File: src/rtl/mreq_pkg.sv
// -----------------------------------------------------------------------------
// mreq_pkg
//   Shared definitions for the memory-request (MREQ) bus and its arbiter.
//   - Field widths of an MREQ transaction (word size, word count, address).
//   - Word-size encodings (byte / half / word).
//   - Arbiter state encoding.
//   - Packed bundle of the per-transaction fields, used to mux one requester
//     onto the execution bus.
// -----------------------------------------------------------------------------
package mreq_pkg;

    localparam int MREQ_WSIZE_W  = 2;
    localparam int MREQ_WCOUNT_W = 8;
    localparam int MREQ_ADDR_W   = 32;

    typedef enum logic [MREQ_WSIZE_W-1:0] {
        MREQ_WSIZE_BYTE = 2'd0,
        MREQ_WSIZE_HALF = 2'd1,
        MREQ_WSIZE_WORD = 2'd2
    } mreq_wsize_e;

    typedef enum logic {
        ARB_IDLE = 1'b0,
        ARB_BUSY = 1'b1
    } arb_state_e;

    // Everything that travels with one MREQ besides the handshake.
    typedef struct packed {
        logic                     wr;
        logic [MREQ_WSIZE_W-1:0]  wsize;
        logic                     aincr;
        logic [MREQ_WCOUNT_W-1:0] wcount;
        logic [MREQ_ADDR_W-1:0]   addr;
    } mreq_fields_t;

endpackage : mreq_pkg

File: src/rtl/rr_pick.sv
// -----------------------------------------------------------------------------
// rr_pick
//   Combinational rotating-priority picker. Starting at i_start and walking
//   upward with wrap-around, the first asserted request bit wins.
//   With i_start tied to 0 it degenerates to fixed lowest-index priority.
//
// Ports
//   i_req     N_REQ  request vector
//   i_start   GW     index searched first
//   o_onehot  N_REQ  one-hot winner (all zero when no request)
//   o_idx     GW     winner index (0 when no request)
//   o_any     1      at least one request present
// -----------------------------------------------------------------------------
module rr_pick #(
    parameter  int N_REQ = 2,
    localparam int GW    = $clog2(N_REQ)
) (
    input  logic [N_REQ-1:0] i_req,
    input  logic [GW-1:0]    i_start,
    output logic [N_REQ-1:0] o_onehot,
    output logic [GW-1:0]    o_idx,
    output logic             o_any
);

    // Explicit wrap so non-power-of-two N_REQ never walks past the last index.
    localparam logic [GW-1:0] LAST = GW'(N_REQ - 1);

    logic [GW-1:0] pos;
    logic          found;

    always_comb begin
        // NOTE: every variable gets a default before any conditional write,
        // otherwise paths that skip the write would infer a latch.
        o_onehot = '0;
        o_idx    = '0;
        found    = 1'b0;
        pos      = i_start;
        for (int i = 0; i < N_REQ; i++) begin
            if (!found && i_req[pos]) begin
                found = 1'b1;
                o_idx = pos;
            end
            pos = (pos == LAST) ? '0 : pos + GW'(1);
        end
        o_onehot[o_idx] = found;
        o_any           = found;
    end

endmodule : rr_pick

File: src/rtl/mreq_arb.sv
// -----------------------------------------------------------------------------
// mreq_arb
//   Arbitrates N_REQ MREQ sources onto the single execution MREQ bus. A grant
//   is taken in IDLE, held through BUSY until the execution side completes
//   (valid & ready) or the granted requester withdraws (protocol error), and
//   is exported so upstream byte-stream muxes can steer with it. Exactly one
//   IDLE bubble cycle separates consecutive grants.
//
//   Build option MREQ_ARB_FIXED_PRIO_EN: when defined, lowest index always
//   wins and no round-robin pointer is built; otherwise round-robin starting
//   after the most recently released requester.
//
// Ports
//   i_clk, i_rst_n            clock, synchronous active-low reset
//   i_req_valid/o_req_ready   per-requester handshake (ready = completion)
//   i_req_wr/wsize/aincr/wcount/addr  per-requester fields, packed k-major
//   o_mreq_valid/i_mreq_ready execution-side handshake
//   o_mreq_*                  fields of the granted requester
//   o_grant, o_grant_idx      one-hot grant (0 when idle) / held index
//   o_busy                    grant held
//   o_err_proto               pulse: granted valid dropped without ready
// -----------------------------------------------------------------------------
module mreq_arb
    import mreq_pkg::*;
#(
    parameter  int N_REQ = 2,
    localparam int GW    = $clog2(N_REQ)
) (
    input  logic                             i_clk,
    input  logic                             i_rst_n,
    input  logic [N_REQ-1:0]                 i_req_valid,
    output logic [N_REQ-1:0]                 o_req_ready,
    input  logic [N_REQ-1:0]                 i_req_wr,
    input  logic [N_REQ*MREQ_WSIZE_W-1:0]    i_req_wsize,
    input  logic [N_REQ-1:0]                 i_req_aincr,
    input  logic [N_REQ*MREQ_WCOUNT_W-1:0]   i_req_wcount,
    input  logic [N_REQ*MREQ_ADDR_W-1:0]     i_req_addr,
    output logic                             o_mreq_valid,
    input  logic                             i_mreq_ready,
    output logic                             o_mreq_wr,
    output logic [MREQ_WSIZE_W-1:0]          o_mreq_wsize,
    output logic                             o_mreq_aincr,
    output logic [MREQ_WCOUNT_W-1:0]         o_mreq_wcount,
    output logic [MREQ_ADDR_W-1:0]           o_mreq_addr,
    output logic [N_REQ-1:0]                 o_grant,
    output logic [GW-1:0]                    o_grant_idx,
    output logic                             o_busy,
    output logic                             o_err_proto
);

    arb_state_e       state, state_nxt;
    logic [GW-1:0]    grant_idx, grant_idx_nxt;
    logic [N_REQ-1:0] grant_oh, grant_oh_nxt;

    logic [GW-1:0]    pick_start;
    logic [GW-1:0]    pick_idx;
    logic [N_REQ-1:0] pick_onehot;
    logic             pick_any;

    logic             busy;
    logic             sel_valid;
    logic             handshake;
    logic             abort;
    logic             release_grant;
    mreq_fields_t     sel;

    // -------------------------------------------------------------------------
    // Winner selection
    // -------------------------------------------------------------------------
`ifdef MREQ_ARB_FIXED_PRIO_EN
    assign pick_start = '0;
`else
    localparam logic [GW-1:0] LAST = GW'(N_REQ - 1);

    // Points one past the last released requester so it goes to the back.
    logic [GW-1:0] rr_ptr;

    always_ff @(posedge i_clk) begin
        if (!i_rst_n) begin
            rr_ptr <= '0;
        end else if (release_grant) begin
            rr_ptr <= (grant_idx == LAST) ? '0 : grant_idx + GW'(1);
        end
    end

    assign pick_start = rr_ptr;
`endif

    rr_pick #(
        .N_REQ (N_REQ)
    ) u_pick (
        .i_req    (i_req_valid),
        .i_start  (pick_start),
        .o_onehot (pick_onehot),
        .o_idx    (pick_idx),
        .o_any    (pick_any)
    );

    // -------------------------------------------------------------------------
    // Granted-requester view
    // -------------------------------------------------------------------------
    assign busy      = (state == ARB_BUSY);
    assign sel_valid = i_req_valid[grant_idx];
    assign handshake = busy && sel_valid && i_mreq_ready;
    // Granted requester withdrew before completion: release and flag it.
    assign abort         = busy && !sel_valid;
    assign release_grant = handshake || abort;

    always_comb begin
        sel = '0;
        for (int k = 0; k < N_REQ; k++) begin
            if (grant_idx == GW'(k)) begin
                sel.wr     = i_req_wr[k];
                sel.wsize  = i_req_wsize[k*MREQ_WSIZE_W +: MREQ_WSIZE_W];
                sel.aincr  = i_req_aincr[k];
                sel.wcount = i_req_wcount[k*MREQ_WCOUNT_W +: MREQ_WCOUNT_W];
                sel.addr   = i_req_addr[k*MREQ_ADDR_W +: MREQ_ADDR_W];
            end
        end
    end

    // -------------------------------------------------------------------------
    // FSM
    // -------------------------------------------------------------------------
    always_ff @(posedge i_clk) begin
        // NOTE: state registers use non-blocking assignment so every register
        // samples pre-edge values regardless of statement order.
        if (!i_rst_n) begin
            state     <= ARB_IDLE;
            grant_idx <= '0;
            grant_oh  <= '0;
        end else begin
            state     <= state_nxt;
            grant_idx <= grant_idx_nxt;
            grant_oh  <= grant_oh_nxt;
        end
    end

    always_comb begin
        state_nxt     = state;
        grant_idx_nxt = grant_idx;
        grant_oh_nxt  = grant_oh;
        unique case (state)
            ARB_IDLE: begin
                if (pick_any) begin
                    state_nxt     = ARB_BUSY;
                    grant_idx_nxt = pick_idx;
                    grant_oh_nxt  = pick_onehot;
                end
            end
            ARB_BUSY: begin
                // Index is kept after release so steering stays stable.
                if (release_grant) begin
                    state_nxt    = ARB_IDLE;
                    grant_oh_nxt = '0;
                end
            end
            default: begin
                state_nxt    = ARB_IDLE;
                grant_oh_nxt = '0;
            end
        endcase
    end

    // -------------------------------------------------------------------------
    // Outputs
    // -------------------------------------------------------------------------
    assign o_busy        = busy;
    assign o_grant       = grant_oh;
    assign o_grant_idx   = grant_idx;
    assign o_mreq_valid  = busy && sel_valid;
    // Completion is passed straight back to the granted requester only.
    assign o_req_ready   = handshake ? grant_oh : '0;
    assign o_err_proto   = abort;

    assign o_mreq_wr     = sel.wr;
    assign o_mreq_wsize  = sel.wsize;
    assign o_mreq_aincr  = sel.aincr;
    assign o_mreq_wcount = sel.wcount;
    assign o_mreq_addr   = sel.addr;

endmodule : mreq_arb

File: config.mk
export PLATFORM = sky130hd
export DESIGN_NAME = mreq_arb
export DESIGN_NICKNAME = d
export VERILOG_FILES = /design/src/rtl/mreq_pkg.sv /design/src/rtl/rr_pick.sv /design/src/rtl/mreq_arb.sv
export SDC_FILE = /design/constraint.sdc
export NUM_CORES = 1
export LEC_CHECK = 0
export ABC_AREA = 1
export CORE_ASPECT_RATIO = 1.75
export CORE_MARGIN = 2
export CORE_UTILIZATION = 23
export DETAILED_ROUTE_END_ITERATION = 10
export HOLD_SLACK_MARGIN = 0.03
export PLACE_DENSITY = 0.88
export SLEW_MARGIN = 10
export SYNTH_ARGS = -nofsm -noshare
export SYNTH_HDL_FRONTEND = slang
export SYNTH_SLANG_ARGS = --single-unit
File: constraint.sdc
create_clock -name i_clk -period 2 [get_ports i_clk]
set_clock_uncertainty 0.05 [all_clocks]
set_input_delay 0.5 -clock i_clk [delete_from_list [all_inputs] [get_ports i_clk]]
set_output_delay 0.5 -clock i_clk [all_outputs]
set_load 0.01 [all_outputs]
==> results_dict.tcl <==
set metrics [dict create \
    status "completed" \
    drt_first_iter_violations 22 \
    post-route-drc-count 0 \
    row_count 28 \
    tightestPinTransition_ns 0.275 \
    maxCapViolCount 0 \
    cts_hold_buffers 0 \
    highest_count_cells_in_the_layout_ignoring_fill_and_taps "nand2_1, clkdlybuf4s50_1, dlygate4sd2_1" \
    clk_latency_ns 0.23 \
    synthToLayoutAreaGrowth_pct 187 \
    hp-start "o_grant[0]" \
    cts_tree "built" \
    setup_tns_ns 0 \
    critPathLaunchType "primary input" \
    reg2reg_to "pick_start" \
    timing.critical_path.arrival_ns 1.38 \
    post_drt_via_cell_ratio 4.23 \
    timing.reg2reg.worst_path_depth 8 \
    grt_max_degree 30 \
    peakVddDrop_uv 468 \
    max-clock-path-buffers 2 \
    timing.final.hold_violations 0 \
    start_util_pct 24.1 \
    syn_area_sq_um 820 \
    total_leakage_power_nw 1.21 \
    antenna_cells 0 \
    die_width_um 49.1 \
    worst_slew_margin_pct 81.7 \
    p_per_area_nw_per_um2 366 \
    mappedNetlistNets 270 \
    cts.sink_count 5 \
    min_to "o_grant[0]" \
    critical_path.max_stage_delay_ns 0.46 \
    core_area_sq_um 3400 \
    grt_antenna_before_repair 0 \
    total_power_uw 861 \
    fin_area_sq_um 2350 \
    die-height_um 83.0 \
    timing.hold.worst_path_depth 2 \
    overflow 0 \
    min-delay-path-class "reg2reg" \
    timing.critical_path.fanout_max 1 \
    hpwl_um 3570 \
    detail_route.wl_per_cell_um 11.8 \
    leading_cell_type_in_the_layout_fill_and_taps_excluded "nand2_1" \
    fp.dieArea_sq_um 4080 \
    drive_above_1_share_pct 7.69 \
    setup_viol 0 \
    globalplace.congestion 0.866 \
    timing.critical_path.to_type "output pin" \
    rsz0062_at_grt "false" \
    grt_pass1_wl_um 6800 \
    yosys_warnings 0 \
    placement.cell_area_sq_um 2360 \
    port_buffers 144 \
    detail-route-antenna-nets 0 \
    timing.final.crit_period_ns 1.93 \
    timing.reg2reg.setup_slack_ns 0.76 \
    first_global_vias 1533 \
    core_utilization_of_the_finished_layout_pct 69.3 \
    worst_setup_path_category "in2out" \
    final_routed_wirelength_across_all_metal_layers_um 4350 \
    avgSynthCellArea_sq_um 4.63 \
    track_usage_pct 20.5 \
    cts-root-buf "clkbuf_8" \
    num-nets-final 419 \
    vias 1565 \
    h-tree-depth 1 \
    ys_ff_latch 5 \
    seq_area_frac_synth_pct 12.2 \
    post_synthesis_cells 177 \
    cp_common_cell "nand2_1" \
    clkSlewWorstSetupHoldPaths_ns 0.04 \
    synthDistinctLibCells 18 \
    critical_path.slowest_cell "clkdlybuf4s50_1" \
    critPathRequiredTime_ns 1.45 \
    critical_path_cell_list "clkdlybuf4s50_1 > nand2_1 > nand2_1 > dlygate4sd2_1" \
    fin_crit_sh_pct 96.3 \
    timing_max_transition_violations_final 0 \
    maxClockFrequency_mhz 519 \
    ioPinCount 145 \
    r2r-start "o_grant_idx" \
    drt-pass1-iter-count 4 \
    cts-buffers-inserted 3 \
]
[sequential cells by signal, indices dropped and copies added, names as in the netlist]
name,cells
o_busy,1
o_grant,2
pick_start,1
o_grant_idx,1
[cells by family after synthesis]
| group | Yosys count | synth area share (%) |
|---|---|---|
| simple gates | 148 | 73.4 |
| compound gates | 8 | 6.11 |
| buf+inv | 16 | 8.24 |
| flops | 5 | 12.2 |
[layout make-up]
| cell class | instances | area (sq um) |
|---|---|---|
| inverters | 7 | 26.3 |
| flip-flops and latches | 5 | 101 |
| well taps | 45 | 56.3 |
| repair buffers | 153 | 1470 |
| clock buffers | 4 | 45.0 |
| fillers | 286 | 1040 |
| multi-input cells | 156 | 654 |
[Yosys cell counts (all sizes together)]
cell type  number  area (sq um)
a21o            1          7.51
nand3           5          42.5
nand2         139           539
inv             7          26.3
o21ai           1          8.76
a21oi           6          33.8
buf             5          26.3
nor2            2          7.51
clkbuf          4          15.0
nand4           2          12.5
dfxtp           5           100
[repair_timing]
action,4_1_cts,5_1_grt
setup buffers,0,0
cloned,0,0
setup endpoints to repair,49,3
gates resized for setup,59,4
[metal layers]
layer	GRT usage (%)	wire [um]	vias to the layer above
li1	-	-	831
met1	20.4	1490	641
met2	38.7	2360	80
met3	5.04	349	13
met4	8.57	151	0
met5	0	0	-
[worst max-delay path, delay by kind of cell]
family                 cells  cell delay, ns
AND/OR/NAND/NOR            2            0.12
buffers and inverters      2            0.76
[how the worst max path moves through the flow]
stage	start	to	cells after the start
CTS	o_grant_idx	o_grant_idx	2
finish	i_req_addr[45]	o_mreq_addr[13]	4
global placement	i_req_valid[0]	o_req_ready[1]	6
global route	i_req_valid[0]	o_err_proto	6
floorplan	o_grant_idx	o_mreq_addr[0]	4
detailed placement	i_req_valid[0]	o_req_ready[0]	6
[stage by stage]
stage / instances / hold slack (ns) / setup slack [ns]
2_1_floorplan: 177 / 0.426 / 0.450
3_3_place_gp: 366 / 0.442 / -0.492
3_5_place_dp: 366 / 0.443 / -0.541
4_1_cts: 370 / 0.453 / 0.00710
5_1_grt: 370 / 0.482 / 0.0238
6_report: 370 / 0.451 / 0.0746
[power by group]
group	leakage, nW	internal (mW)	switching (mW)
Clock	0.0228	0.138	0.0588
Combinational	1.15	0.319	0.225
Sequential	0.0417	0.110	0.0105
Total	1.21	0.566	0.295
(Power assumes the default switching activity.)
